**config.mk**
```make
export PLATFORM = sky130hd
export DESIGN_NAME = score_bcd_counter
export DESIGN_NICKNAME = d
export VERILOG_FILES = /design/src/rtl/score_pkg.sv /design/src/rtl/bcd_digit_step.sv /design/src/rtl/score_bcd_counter.sv
export SDC_FILE = /design/constraint.sdc
export NUM_CORES = 1
export LEC_CHECK = 0
export BUFFER_PORTS_ARGS = -buffer_cell sky130_fd_sc_hd__buf_2
export CAP_MARGIN = 20
export CORE_ASPECT_RATIO = 0.75
export CORE_UTILIZATION = 63
export CTS_CLUSTER_SIZE = 16
export DETAILED_ROUTE_END_ITERATION = 8
export PLACE_DENSITY = 0.82
export SKIP_LAST_GASP = 1
export SYNTH_ARGS = -nofsm -noshare
export SYNTH_HDL_FRONTEND = slang
export SYNTH_HIERARCHICAL = 1
export SYNTH_SLANG_ARGS = --single-unit
```
**constraint.sdc**
```tcl
create_clock -name clk -period 8.4 [get_ports clk]
set_clock_uncertainty 0.2 [all_clocks]
set_input_delay 2.1 -clock clk [delete_from_list [all_inputs] [get_ports clk]]
set_output_delay 2.1 -clock clk [all_outputs]
set_load 0.03 [all_outputs]
```
**src/rtl/score_pkg.sv**
```systemverilog
// Shared types and constants for the BCD score keeper.
package score_pkg;

    typedef enum logic [1:0] {
        IDLE = 2'd0,
        ADD  = 2'd1,
        SUB  = 2'd2
    } state_t;

    localparam int unsigned BCD_W         = 4;
    localparam logic [3:0]  BCD_MAX_DIGIT = 4'd9;
    localparam logic [11:0] SCORE_MAX     = 12'h999;

endpackage

```
**src/rtl/bcd_digit_step.sv**
```systemverilog
// One BCD digit of an up/down ripple chain; carry-in doubles as borrow-in.
module bcd_digit_step
    import score_pkg::*;
(
    input  logic [BCD_W-1:0] digit,
    input  logic             up,
    input  logic             cin,
    output logic [BCD_W-1:0] digit_nxt,
    output logic             cout
);

    always_comb begin
        digit_nxt = digit;
        cout      = 1'b0;
        if (cin) begin
            if (up) begin
                if (digit >= BCD_MAX_DIGIT) begin
                    digit_nxt = '0;
                    cout      = 1'b1;
                end else begin
                    digit_nxt = digit + 4'd1;
                end
            end else begin
                if (digit == '0) begin
                    digit_nxt = BCD_MAX_DIGIT;
                    cout      = 1'b1;
                end else begin
                    digit_nxt = digit - 4'd1;
                end
            end
        end
    end

endmodule

```
**src/rtl/score_bcd_counter.sv**
```systemverilog
// 3-digit BCD score keeper stepping hit/miss weights one unit per clock.
// Optional high-score register enabled by defining SCORE_HISCORE_EN.
module score_bcd_counter
    import score_pkg::*;
#(
    parameter int unsigned HIT_PTS  = 3,
    parameter int unsigned MISS_PTS = 1
) (
    input  logic        clk,
    input  logic        rst_n,
    input  logic        clr,
    input  logic        game_en,
    input  logic        hit,
    input  logic        miss,
    output logic [11:0] bcd,
    output logic        busy,
    output logic        sat,
    output logic        ovf
`ifdef SCORE_HISCORE_EN
    ,
    output logic [11:0] hi_bcd
`endif
);

    localparam logic [3:0] HIT_LD  = 4'(HIT_PTS);
    localparam logic [3:0] MISS_LD = 4'(MISS_PTS);

    state_t      state;
    logic [3:0]  cnt;
    logic        pend_hit;
    logic        pend_miss;

    logic        hit_acc;
    logic        miss_acc;
    logic        eff_hit;
    logic        eff_miss;
    logic [11:0] step_bcd;
    logic [11:0] bcd_nxt;
    logic [3:0]  carry;

    always_comb begin
        hit_acc  = game_en & ~clr & hit;
        miss_acc = game_en & ~clr & miss & (MISS_PTS != 0);
        eff_hit  = pend_hit  | hit_acc;
        eff_miss = pend_miss | miss_acc;
    end

    assign carry[0] = 1'b1;

    bcd_digit_step u_units (
        .digit     (bcd[3:0]),
        .up        (state == ADD),
        .cin       (carry[0]),
        .digit_nxt (step_bcd[3:0]),
        .cout      (carry[1])
    );

    bcd_digit_step u_tens (
        .digit     (bcd[7:4]),
        .up        (state == ADD),
        .cin       (carry[1]),
        .digit_nxt (step_bcd[7:4]),
        .cout      (carry[2])
    );

    bcd_digit_step u_hund (
        .digit     (bcd[11:8]),
        .up        (state == ADD),
        .cin       (carry[2]),
        .digit_nxt (step_bcd[11:8]),
        .cout      (carry[3])
    );

    // A carry/borrow out of the hundreds digit means 999+1 or 000-1: hold.
    assign bcd_nxt = carry[3] ? bcd : step_bcd;

    always_ff @(posedge clk or negedge rst_n) begin
        if (!rst_n) begin
            state     <= IDLE;
            cnt       <= '0;
            pend_hit  <= 1'b0;
            pend_miss <= 1'b0;
            bcd       <= '0;
            busy      <= 1'b0;
            sat       <= 1'b0;
            ovf       <= 1'b0;
`ifdef SCORE_HISCORE_EN
            hi_bcd    <= '0;
`endif
        end else if (clr) begin
            state     <= IDLE;
            cnt       <= '0;
            pend_hit  <= 1'b0;
            pend_miss <= 1'b0;
            bcd       <= '0;
            busy      <= 1'b0;
            sat       <= 1'b0;
            ovf       <= 1'b0;
        end else begin
            ovf <= 1'b0;
            case (state)
                IDLE: begin
                    if (hit_acc) begin
                        state     <= ADD;
                        cnt       <= HIT_LD;
                        pend_miss <= miss_acc;
                        busy      <= 1'b1;
                    end else if (miss_acc) begin
                        state <= SUB;
                        cnt   <= MISS_LD;
                        busy  <= 1'b1;
                    end
                end
                ADD, SUB: begin
                    bcd <= bcd_nxt;
                    if (carry[3] && state == ADD) begin
                        sat <= 1'b1;
                    end
                    ovf <= (hit_acc & pend_hit) | (miss_acc & pend_miss);
                    // Events arriving on the final step are folded in before choosing the next burst.
                    if (cnt == 4'd1) begin
                        if (eff_miss) begin
                            state     <= SUB;
                            cnt       <= MISS_LD;
                            pend_miss <= 1'b0;
                            pend_hit  <= eff_hit;
                        end else if (eff_hit) begin
                            state     <= ADD;
                            cnt       <= HIT_LD;
                            pend_hit  <= 1'b0;
                            pend_miss <= 1'b0;
                        end else begin
                            state     <= IDLE;
                            cnt       <= '0;
                            pend_hit  <= 1'b0;
                            pend_miss <= 1'b0;
                            busy      <= 1'b0;
`ifdef SCORE_HISCORE_EN
                            if (bcd_nxt > hi_bcd) begin
                                hi_bcd <= bcd_nxt;
                            end
`endif
                        end
                    end else begin
                        cnt       <= cnt - 4'd1;
                        pend_hit  <= eff_hit;
                        pend_miss <= eff_miss;
                    end
                end
                default: begin
                    state <= IDLE;
                    busy  <= 1'b0;
                end
            endcase
        end
    end

endmodule
```
==> results of run 1 <==
[power groups by stage]
stage          combinational (mW)  sequential [mW]  clock (mW)
6_report                    0.266            0.153      0.0711
5_1_grt                     0.292            0.158      0.0767
4_1_cts                     0.262            0.153      0.0729
3_5_place_dp                0.259            0.156           0
3_3_place_gp                0.257            0.155           0
2_1_floorplan               0.211            0.162           0
[sequential cells by signal (all words and copies together) (netlist names)]
register and count:
bcd 12, cnt 4, state 2, busy 1, ovf 1, pend_hit 1
pend_miss 1, sat 1
[how the worst min path moves through the flow]
stage / endpoint / slack, ns
final: sat / 0.34
after global routing: sat / 0.40
after CTS: sat / 0.34
after detailed placement: sat / 0.32
after global placement: sat / 0.34
after floorplan: cnt[3] / 0.34
[per-stage QoR]
stage	hold WS, ns	instances	utilization (%)
floorplan	0.337	249	-
global placement	0.338	290	69.2
detailed placement	0.318	290	69.2
CTS	0.338	294	70.7
global route	0.396	294	70.7
finish	0.335	294	70.7
[placed cells by master, fill, tap and decap left out, drive strengths merged, types with 2 or more instances in the layout]
master / synthesis / routed
clkbuf: 6 / 3
nand2: 29 / 29
mux2i: 3 / 3
nand3b: 4 / 4
dfrtp: 23 / 23
a22oi: 2 / 2
nor3: 7 / 7
a2111oi: 6 / 6
buf: 11 / 20
o22ai: 3 / 3
nand3: 6 / 6
and3b: 2 / 2
nor4b: 3 / 3
a221o: 4 / 4
a21oi: 23 / 23
inv: 18 / 18
or4b: 4 / 4
or2: 4 / 4
nor2: 18 / 18
nand2b: 4 / 4
o32ai: 3 / 3
a31o: 9 / 9
a311o: 3 / 3
or3b: 4 / 4
o21ai: 10 / 10
ha: 17 / 17
a21boi: 3 / 3
and2b: 3 / 3
nor3b: 4 / 4
[layer usage]
metal  up-vias  share of wire [%]  GRT usage [%]
li1        918                  -              -
met1       863                 51           40.6
met2        58                 43           38.7
met3         4                5.4           5.70
met4         0               0.70           5.90
met5         -                  0              0
[area by class of cell]
| class | count | share of cell area (%) |
|---|---|---|
| clock buffer | 3 | 1.92 |
| clock inverter | 1 | 0.233 |
| inverter | 18 | 3.14 |
| multi-input combinational | 191 | 61.1 |
| sequential | 23 | 26.8 |
| tap | 38 | 2.21 |
| timing repair buffer | 20 | 4.65 |
[worst max-delay path: stages, from the launching register on]
cell and delay (ns):
dfrtp_1 0.39, inv_1 0.11, ha_1 0.60, o21ai_0 0.18, nor2_1 0.49, o21ai_0 0.18, nor2_1 0.48, o21ai_0 0.19
nor2_1 0.19, or2b_1 0.39, nand2_1 0.11, a21oi_1 0.18
[logic make-up (layout without fill, tap and decap cells)]
logic type | count (synthesis) | in the layout
buffers and inverters | 35 | 42
adders and majority gates | 17 | 17
DFF | 23 | 23
AOI/OAI and AO/OA | 73 | 73
and+or+nand+nor | 96 | 96
muxes | 4 | 4
other | 1 | 1
==> flow_summary.ini, run 1 <==
[hold_path]
hp-class = flop to flop
worstHoldPathCells = 2
min_from = sat

[die]
die_h_um = 51.7
die_w_um = 68.2
initial_core_util_pct = 68.1
die_area_mm2 = 0.00352
core_mm2 = 0.00304
num_io_pins = 21
rows = 17

[logic_synthesis]
synth_area_leader_cell = dfrtp_1
synth_top_family_by_area = simple AND/OR/NAND/NOR gates
synth-compound-area-share_pct = 25.3
ys.flop_type = dfrtp_1
syn_area_mm2 = 0.00207
synthAdderAreaFrac_pct = 10.3
syn_inst = 249
synth_common_cells = nand2_1, a21oi_1, dfrtp_1, nor2_1
synthTopCellsByArea = dfrtp_1, ha_1, a21oi_1
yosysMostFrequentCell = nand2_1
avgSynthCellArea_um2 = 8.32
ys_ff_latch = 23
yosysWarnings = 6
synth-xor-area-share_pct = 0
syn-num-nets = 272
synthArstFlopShare_pct = 100
synth.top_cell.area_share_pct = 27.8
ys_seq_area_share_pct = 27.8
synthSimpleGateAreaFrac_pct = 25.7
synthMuxAreaShare_pct = 1.99
synth_edf_count = 0
synth.distinct_cells = 48

[cts]
postCtsSetupBuffers = 0
clock-sinks = 23
ctsHoldBuffers = 0
cts_made_buffers = 3
max-clock-path-buffers = 2
htreeDepth = 1
postCtsResizedCells = 0
cts_tree = done
clk_latency_ns = 0.27
path_clk_slew_ns = 0.09
cts_root_buf = clkbuf_8

[placement]
numPortBuffers = 20
dp_hpwl_um = 2910
pre_cts_slack_ns = 4.66
gp_congestion = 0.889
placed_area_mm2 = 0.00210

[sta]
period_needed_ns = 3.77
setup_tns_ns = 0
setup_violations = 0
post-route-period-util_pct = 44.9
drv_slew = 0
worst_pin_slew_ns = 0.828
clock.fmax_mhz = 265
hold_violations = 0
rsz0062_at_grt = no
fin_ws_ns = 4.63
slew_headroom_pct = 44.6

[layout]
areaGrowthSynthToFinish_pct = 3.87
multi_input_area_mm2 = 0.00131
antenna_cells = 0
postLayoutCellArea_mm2 = 0.00215
layout-drive-gt1-share_pct = 18.0
nFillCells = 246
finalNetCount = 280
seqCellArea_um2 = 576

[global_routing]
gr-total-overflow = 0
track_usage_pct = 26.8
antenna_found_initial = 0
grt_pass1_vias = 1517
grt_max_degree = 27
grt_pass1_wl_um = 7110

[power_and_ir_drop]
p_int_uw = 268
power_per_cell_area_mw_per_mm2 = 228
power_uw = 490
switching_share_pct = 45.3
ir_drop_uv = 133
power.switching_uw = 222
p_leak_nw = 0.977
p_clk_share_pct = 14.5
pwr-share-comb_pct = 54.2
pwr-share-seq_pct = 31.3

[worst_setup_path]
r2r_slack_ns = 4.63
worstSetupEndpoint = bcd[3]
worstPathArrival_ns = 3.77
critPathLaunchType = flop
r2r_cells = 11
critPathKind = flop to flop
r2r-start = state[1]
worstPathRequired_ns = 8.39
cp-startpoint = state[1]
cp_max_fo = 22
reg2reg_to = bcd[3]
end_kind = flop

[run]
max_cap_violations = 0

[route]
remaining_drc_errors = 0
antenna_left = 0
wl_per_cell_um = 14.7
drtIter0Drc = 176
via_count = 1843
wirelength_um = 4310
first_pass_iters = 4
via_per_inst = 6.27

[run_status]
outcome = finished, final reports clean
Power figures use the tool's default switching activity.
==> run 2: changes to the inputs <==
CORE_UTILIZATION = 54   (was 63)
PLACE_DENSITY = 0.75   (was 0.82)
clock period = 3.2 ns   (was 8.4 ns; I/O delays follow)
==> flow_summary.ini, run 2 (synthesis results as in run 1) <==
[route]
via_per_inst = 6.00
via_count = 1883
dr_wl_met2_um = 1960
route.top_layer_used = met4
remaining_drc_errors = 0
wl_met1_um = 2300
antenna_left = 0
wl_per_cell_um = 14.5
drtIter0Drc = 182
wl_met3_um = 290
first_pass_iters = 5
wirelength_um = 4560

[run]
max_cap_violations = 0

[cts]
ctsHoldBuffers = 0
max-clock-path-buffers = 2
clock-sinks = 23
path_clk_slew_ns = 0.08
cts_tree = done
clk_latency_ns = 0.26
postCtsSetupBuffers = 0
cts_made_buffers = 3
postCtsResizedCells = 0
cts_root_buf = clkbuf_8
htreeDepth = 1

[layout]
layout-drive-gt1-share_pct = 19.8
final_cell_mix = nand2_1, a21oi_1, dfrtp_1, buf_2, nor2_1
final_common_cell = nand2_1
finalNetCount = 286
areaGrowthSynthToFinish_pct = 6.89
nFillCells = 345
largest_reg_flops = 12
postLayoutCellArea_mm2 = 0.00221
antenna_cells = 0
largest-register = bcd
top_regs = bcd x12, cnt x4, state x2

[global_routing]
track_usage_pct = 23.6
grt_pass1_vias = 1605
antenna_found_initial = 0
grt_pass1_wl_um = 7650
grt_max_degree = 27
gr-total-overflow = 0

[power_and_ir_drop]
switching_share_pct = 44.6
ir_drop_uv = 428
p_clk_share_pct = 13.6
p_leak_nw = 1.01
power_per_cell_area_mw_per_mm2 = 600
p_int_uw = 737
pwr-share-seq_pct = 29.8
power.switching_uw = 592
pwr-share-comb_pct = 56.5

[worst_setup_path]
worstPathRequired_ns = 3.13
worstPathArrival_ns = 2.80
critPathBufInv = 2
end_kind = flop
path_cells = inv_1 -> ha_1 -> or3b_4 -> a21boi_2 -> nor2_1 -> o21ai_0 -> nor2_1 -> buf_4 -> nand2_1 -> mux2i_1 -> a221o_1 -> nand2_1 -> a21oi_1
critPathLaunchType = flop
slowest_delay_ns = 0.46
cp_top_family = compound AO/OA/AOI/OAI gates
cp_slowest_cell = dfrtp_1
cp_max_fo = 8
critPathKind = flop to flop

[sta]
setup_tns_ns = 0
clock.fmax_mhz = 348
drv_slew = 0
hold_violations = 0
setup_violations = 0
slew_headroom_pct = 64.8
worst_pin_slew_ns = 0.528
post-route-period-util_pct = 89.9
period_needed_ns = 2.88
rsz0062_at_grt = no

[placement]
dp_hpwl_um = 3290
numPortBuffers = 20
placed_area_mm2 = 0.00217
gp_congestion = 0.843

[die]
num_io_pins = 21
rows = 19
core_mm2 = 0.00366
initial_core_util_pct = 56.6
die_area_mm2 = 0.00409
die_w_um = 73.5
die_h_um = 55.6

[run_status]
outcome = finished, final reports clean

[hold_path]
hp-class = input port to async pin
[run 2: changes by cell type in the layout (fill, tap and decap cells not counted)]
cell	change
clkbuf_1	+1
or2b_1	-1
or2b_2	+1
clkinv_2	-1
buf_4	+6
[run 2: worst paths after layout]
kind                       slack, ns  cells after the start    from  endpoint
max                             0.32                     13  bcd[0]   bcd[10]
min                             0.30                      1   rst_n       sat
max reg2reg                     0.32                     13  bcd[0]   bcd[10]
min reg2reg                     0.39                      2  cnt[3]    cnt[3]
max in group asynchronous       2.14                      1   rst_n      busy
min in group clk                0.39                      2  cnt[3]    cnt[3]
[run 2: stage by stage]
step                      power [mW]  util, %  hold slack (ns)  setup slack, ns  instances
after global placement          1.13     59.2            0.362            0.410        310
after floorplan                0.980        -            0.304            0.174        249
after CTS                       1.33     60.4            0.323            0.315        314
after global routing            1.43     60.5            0.347            0.122        314
after detailed placement        1.14     59.2            0.370            0.336        310
final                           1.33     60.5            0.302            0.323        314
[run 2: worst reg2reg max path: stages (launching register included)]
cell	delay, ns
dfrtp_1	0.46
inv_1	0.17
ha_1	0.22
or3b_4	0.41
a21boi_2	0.24
nor2_1	0.10
o21ai_0	0.08
nor2_1	0.08
buf_4	0.18
nand2_1	0.06
mux2i_1	0.06
a221o_1	0.37
nand2_1	0.07
a21oi_1	0.06
[run 2: area by class of cell]
class                           count  area [um^2]  share of cell area, %
Multi-Input combinational cell    191         1320                   59.4
Sequential cell                    23          576                   26.0
Timing Repair Buffer               26          145                   6.56
Inverter                           18         67.6                   3.05
Tap cell                           52         65.1                   2.94
Clock buffer                        4         45.0                   2.04
[run 2: power groups by stage]
| stage | Clock, mW | Sequential (mW) | Combinational [mW] |
|---|---|---|---|
| finish | 0.181 | 0.396 | 0.751 |
| global route | 0.200 | 0.405 | 0.829 |
| CTS | 0.187 | 0.397 | 0.741 |
| detailed placement | 0 | 0.403 | 0.738 |
| global placement | 0 | 0.402 | 0.727 |
| floorplan | 0 | 0.426 | 0.554 |
[run 2: routing by layer]
| metal | vias to the layer above | track usage [%] |
|---|---|---|
| met5 | - | 0 |
| met4 | 0 | 3.02 |
| met3 | 2 | 4.53 |
| met2 | 69 | 32.8 |
| met1 | 879 | 38.3 |
| li1 | 933 | - |
